**config.mk**
```make
export PLATFORM = sky130hd
export DESIGN_NAME = dac_sample_fifo
export DESIGN_NICKNAME = d
export VERILOG_FILES = /design/src/rtl/codec_pkg.sv /design/src/rtl/fifo_mem32.sv /design/src/rtl/dac_sample_fifo.sv
export SDC_FILE = /design/constraint.sdc
export NUM_CORES = 1
export LEC_CHECK = 0
export CAP_MARGIN = 20
export CORE_MARGIN = 4
export CORE_UTILIZATION = 40
export DETAILED_ROUTE_END_ITERATION = 10
export GPL_TIMING_DRIVEN = 0
export PLACE_DENSITY = 0.61
export SYNTH_ARGS = -nofsm -noshare
export SYNTH_HDL_FRONTEND = slang
export SYNTH_SLANG_ARGS = --single-unit
```
**constraint.sdc**
```tcl
create_clock -name clk -period 8.1 [get_ports clk]
set_clock_uncertainty 0.1 [all_clocks]
set_input_delay 2.43 -clock clk [delete_from_list [all_inputs] [get_ports clk]]
set_output_delay 2.43 -clock clk [all_outputs]
set_load 0.01 [all_outputs]
```
**src/rtl/codec_pkg.sv**
```systemverilog
// Shared constants for the codec datapath: audio word geometry and the
// output-buffer state encoding.
package codec_pkg;

    localparam int AUDIO_WORD_W = 32;
    localparam int SAMPLE_W     = 16;

    localparam logic [0:0] ST_PRIME = 1'b0;
    localparam logic [0:0] ST_RUN   = 1'b1;

    // Left sample occupies the upper half and is shifted out first.
    typedef struct packed {
        logic [SAMPLE_W-1:0] left;
        logic [SAMPLE_W-1:0] right;
    } stereo_word_t;

endpackage

```
**src/rtl/fifo_mem32.sv**
```systemverilog
// DEPTH x 32 storage for the DAC sample FIFO: one synchronous write port,
// asynchronous read of the head entry.
module fifo_mem32
    import codec_pkg::*;
#(
    parameter int DEPTH = 16
) (
    input  logic                      clk,
    input  logic                      we_i,
    input  logic [$clog2(DEPTH)-1:0]  waddr_i,
    input  logic [AUDIO_WORD_W-1:0]   wdata_i,
    input  logic [$clog2(DEPTH)-1:0]  raddr_i,
    output logic [AUDIO_WORD_W-1:0]   rdata_o
);

    logic [AUDIO_WORD_W-1:0] mem_q [DEPTH];

    always_ff @(posedge clk) begin
        if (we_i) mem_q[waddr_i] <= wdata_i;
    end

    assign rdata_o = mem_q[raddr_i];

endmodule

```
**src/rtl/dac_sample_fifo.sv**
```systemverilog
// Elastic buffer feeding the codec serial interface: primes to a fill
// threshold, then hands one word per LR frame, playing silence on underrun.
module dac_sample_fifo
    import codec_pkg::*;
#(
    parameter int DEPTH       = 16,
    parameter int START_LEVEL = 4,
    parameter int UNDER_W     = 16
) (
    input  logic                      clk,
    input  logic                      reset,
    input  logic                      flush,
    input  logic [AUDIO_WORD_W-1:0]   in_data,
    input  logic                      in_valid,
    output logic                      in_ready,
    input  logic                      frame_strobe,
    output logic [AUDIO_WORD_W-1:0]   dac_data_out,
    output logic [$clog2(DEPTH):0]    level,
    output logic                      running,
    output logic [UNDER_W-1:0]        underrun_cnt
);

    localparam int PW = $clog2(DEPTH);
    localparam int LW = PW + 1;
    localparam logic [LW-1:0] START_LV = LW'(START_LEVEL);
    localparam logic [LW-1:0] FULL_LV  = LW'(DEPTH);

    logic [PW-1:0]           wr_ptr_q, wr_ptr_d;
    logic [PW-1:0]           rd_ptr_q, rd_ptr_d;
    logic [LW-1:0]           level_q, level_d;
    logic [0:0]              state_q, state_d;
    logic [AUDIO_WORD_W-1:0] dout_q, dout_d;
    logic [UNDER_W-1:0]      under_q, under_d;
    logic [AUDIO_WORD_W-1:0] head;
    logic                    push, pop;

    assign in_ready = (level_q != FULL_LV) && !flush && !reset;
    assign push     = in_valid && in_ready;

    fifo_mem32 #(.DEPTH(DEPTH)) u_mem (
        .clk     (clk),
        .we_i    (push),
        .waddr_i (wr_ptr_q),
        .wdata_i (in_data),
        .raddr_i (rd_ptr_q),
        .rdata_o (head)
    );

    // Threshold and empty tests use the registered level, so a word pushed
    // in the strobe cycle cannot be popped in that same cycle.
    always_comb begin
        wr_ptr_d = wr_ptr_q;
        rd_ptr_d = rd_ptr_q;
        level_d  = level_q;
        state_d  = state_q;
        dout_d   = dout_q;
        under_d  = under_q;
        pop      = 1'b0;
        if (flush) begin
            wr_ptr_d = '0;
            rd_ptr_d = '0;
            level_d  = '0;
            state_d  = ST_PRIME;
            dout_d   = '0;
        end else begin
            if (frame_strobe) begin
                if (state_q == ST_PRIME) begin
                    if (level_q >= START_LV) begin
                        dout_d  = head;
                        pop     = 1'b1;
                        state_d = ST_RUN;
                    end else begin
                        dout_d  = '0;
                    end
                end else begin
                    if (level_q != '0) begin
                        dout_d  = head;
                        pop     = 1'b1;
                    end else begin
                        dout_d  = '0;
                        state_d = ST_PRIME;
                        if (under_q != '1) under_d = under_q + 1'b1;
                    end
                end
            end
            if (push) wr_ptr_d = wr_ptr_q + 1'b1;
            if (pop)  rd_ptr_d = rd_ptr_q + 1'b1;
            case ({push, pop})
                2'b10:   level_d = level_q + 1'b1;
                2'b01:   level_d = level_q - 1'b1;
                default: level_d = level_q;
            endcase
        end
    end

    always_ff @(posedge clk) begin
        if (reset) begin
            wr_ptr_q <= '0;
            rd_ptr_q <= '0;
            level_q  <= '0;
            state_q  <= ST_PRIME;
            dout_q   <= '0;
            under_q  <= '0;
        end else begin
            wr_ptr_q <= wr_ptr_d;
            rd_ptr_q <= rd_ptr_d;
            level_q  <= level_d;
            state_q  <= state_d;
            dout_q   <= dout_d;
            under_q  <= under_d;
        end
    end

    assign dac_data_out = dout_q;
    assign level        = level_q;
    assign running      = (state_q == ST_RUN);
    assign underrun_cnt = under_q;

endmodule

```
==> results.json <==
{
  "maxCapViolations": 0,
  "avgSynthCellArea_um2": 20.09,
  "post_cts_buffers": 0,
  "clock_latency_ns": 0.60,
  "yosysTopAreaCellShare_pct": 69.33,
  "synth.most_common_cell": "edfxtp_1",
  "cts_buffers": 57,
  "synthCells": 1104,
  "grt_pass1_vias": 11688,
  "hold_viol": 0,
  "worst_slew_pin_slew_ns": 1.161,
  "comb_power_share_pct": 1.4,
  "hpwl_um": 31570,
  "gp_congestion": 0.7313,
  "dr.pass1.iters": 5,
  "p_sw_share_pct": 19.72,
  "grt-ovfl-total": 0,
  "drc": 0,
  "antenna_found_initial": 0,
  "fin_area_um2": 26330,
  "synth_nets": 1150,
  "slew_headroom_pct": 22.60,
  "core_um2": 54990,
  "pwr_density_cell_nw_per_um2": 221.9,
  "ys_seq_elements": 578,
  "first_iter_violations": 825,
  "seqPwrFrac_pct": 55.6,
  "wl_per_cell_um": 23.90,
  "die_h_um": 243.5,
  "power.internal_mw": 4.689,
  "synth_common_cells": "512 x edfxtp_1, 128 x mux4_2, 66 x dfxtp_1, 43 x nor2_1",
  "setup_violations": 0,
  "grt_max_degree": 22,
  "synth_area_leaders": "edfxtp_1 69%, mux4_2 13%, dfxtp_1 6.0%",
  "synth_area_um2": 22180,
  "postCtsHoldBufs": 0,
  "finalCritPeriodShare_pct": 86.12,
  "yosysUniqueCellTypes": 51,
  "cts_tree": "done",
  "grtUsageTotal_pct": 16.78,
  "syn_to_final_growth_pct": 18.71,
  "synthArstFlopShare_pct": 0,
  "cts_resized": 0,
  "status": "complete, no violations",
  "worstPathRequired_ns": 5.57,
  "antenna_cells": 0,
  "yosysSeqAreaShare_pct": 75.28,
  "die_w_um": 243.5,
  "die_area_um2": 59280,
  "clk_pin_slew_ns": 0.05,
  "end_kind": "primary output",
  "final_nets": 1323,
  "power_leakage_nw": 8.029,
  "grt_pass1_wl_um": 75290,
  "fin_tns_setup_ns": 0,
  "startpoint_type": "input port",
  "dpl_cell_area_um2": 24570,
  "vias_per_cell": 5.403,
  "root_buffer": "clkbuf_16",
  "rsz0062_at_grt": "false",
  "port_buffers": 90,
  "clock_sinks": 578,
  "synth_area_leader_cell": "edfxtp_1",
  "num_vias": 11184,
  "p_clk_share_pct": 43.0,
  "fmax_mhz": 143.4,
  "irDropWorstVdd_mv": 0.1560,
  "wirelength_um": 49480,
  "post-route-min-period_ns": 6.975,
  "path_max_fanout": 10,
  "cp.arrival_ns": 4.45,
  "drive_gt1_share_pct": 20.88,
  "detail-route-antenna-nets": 0,
  "synth_ff_type": "edfxtp_1",
  "drv_slew": 0,
  "h-tree-depth": 2,
  "holdWs_ns": 0.3781,
  "yosysWarnings": 0,
  "hold_path.class": "reg -> reg",
  "worstSetupPathType": "in -> out",
  "p_sw_mw": 1.152,
  "ios": 92,
  "cts_max_path_buffers": 3,
  "rows": 86,
  "start_util_pct": 40.33,
  "synth_edf_count": 512
}
[area by class of cell]
| cell class | count | area [um^2] |
|---|---|---|
| plain buffers | 62 | 265.3 |
| clock buffers | 66 | 1460 |
| clock inverters | 38 | 295.3 |
| fillers | 4566 | 28660 |
| inverters | 6 | 22.52 |
| multi-input cells | 458 | 5304 |
| flip-flops and latches | 578 | 16700 |
| well taps | 748 | 935.9 |
| repair buffers | 114 | 1348 |
[routing by layer]
| metal | track usage [%] | part of all wire [%] | wire length, um | vias to the layer above |
|---|---|---|---|---|
| li1 | - | - | - | 4889 |
| met2 | 27.48 | 48 | 23920 | 299 |
| met1 | 23.66 | 45 | 22070 | 5928 |
| met4 | 4.244 | 2.0 | 1010 | 0 |
| met5 | 0 | 0 | 0 | - |
| met3 | 2.851 | 5.0 | 2482 | 68 |
[power groups by stage]
stage / registers [mW] / logic [mW] / clock network, mW
after detailed placement: 3.31 / 0.0860 / 0
after floorplan: 3.31 / 0.0220 / 0
after global routing: 3.25 / 0.0936 / 2.69
after global placement: 3.31 / 0.0797 / 0
after CTS: 3.25 / 0.0860 / 2.57
final: 3.25 / 0.0846 / 2.51
[sequential cells by signal, summed over array words and instances (netlist names), named ones only]
signal and count:
underrun_cnt 16, dac_data_out 32, running 1, wr_ptr_q 4, rd_ptr_q 4, level 5, u_mem.mem_q 512
[worst max-delay path: stages]
cell and delay, ns:
clkdlybuf4s50_1 0.52, or2_2 0.33, clkbuf_1 0.14, clkbuf_1 0.26, a31oi_1 0.20, clkdlybuf4s50_1 0.56
[cell usage in the layout, fill, tap and decap left out, types with 3 or more instances in the layout]
master,count
clkbuf_1,47
a22o_1,32
nand4_1,6
nand2_1,14
buf_1,7
buf_8,3
o21ai_0,4
dfxtp_1,66
nor2b_1,33
buf_16,8
clkinv_1,12
a21oi_1,38
clkinv_2,19
nor3_1,5
buf_12,4
edfxtp_1,512
inv_1,6
and4_1,4
nor2_4,12
bufinv_16,4
and2_1,3
ha_1,9
o211ai_1,3
xnor2_1,4
clkbuf_16,57
a211oi_1,33
mux4_2,128
a31oi_1,3
o21a_1,3
nor2_1,31
buf_6,10
buf_2,14
mux2i_1,36
xor2_1,15
nand2b_1,6
nor3_2,4
o2111ai_1,3
nand3_1,5
clkdlybuf4s50_1,90
[kinds of logic (layout without fill, tap and decap cells)]
group / count (synthesis) / after routing / share of synthesized area, %
DFF: 578 / 578 / 75.28
muxes: 165 / 165 / 14.67
and+or+nand+nor: 137 / 137 / 3.391
AOI/OAI and AO/OA: 128 / 128 / 4.096
buffers and inverters: 68 / 286 / 1.298
xor gates and xnor gates: 19 / 19 / 0.7504
adders and majority gates: 9 / 9 / 0.5078
[per-stage QoR]
step / util, % / total power, mW / setup slack [ns] / std cells
detailed placement: 44.69 / 3.397 / 1.111 / 1966
global placement: 43.67 / 3.391 / -1.504 / 1942
finish: 47.88 / 5.841 / 1.125 / 2070
floorplan: - / 3.333 / 1.743 / 1104
CTS: 47.88 / 5.902 / 1.101 / 2070
global route: 47.88 / 6.033 / 1.008 / 2070
[path summary, 6_finish.rpt]
path / from / to / slack (ns) / cells after the start
worst max-delay path: flush / in_ready / 1.12 / 6
worst min-delay path: dac_data_out[3] / dac_data_out[3] / 0.38 / 1
worst max register to register: level[2] / level[4] / 4.57 / 10
worst min register to register: dac_data_out[3] / dac_data_out[3] / 0.38 / 1
Note: power is estimated with default switching activity, not from simulation.
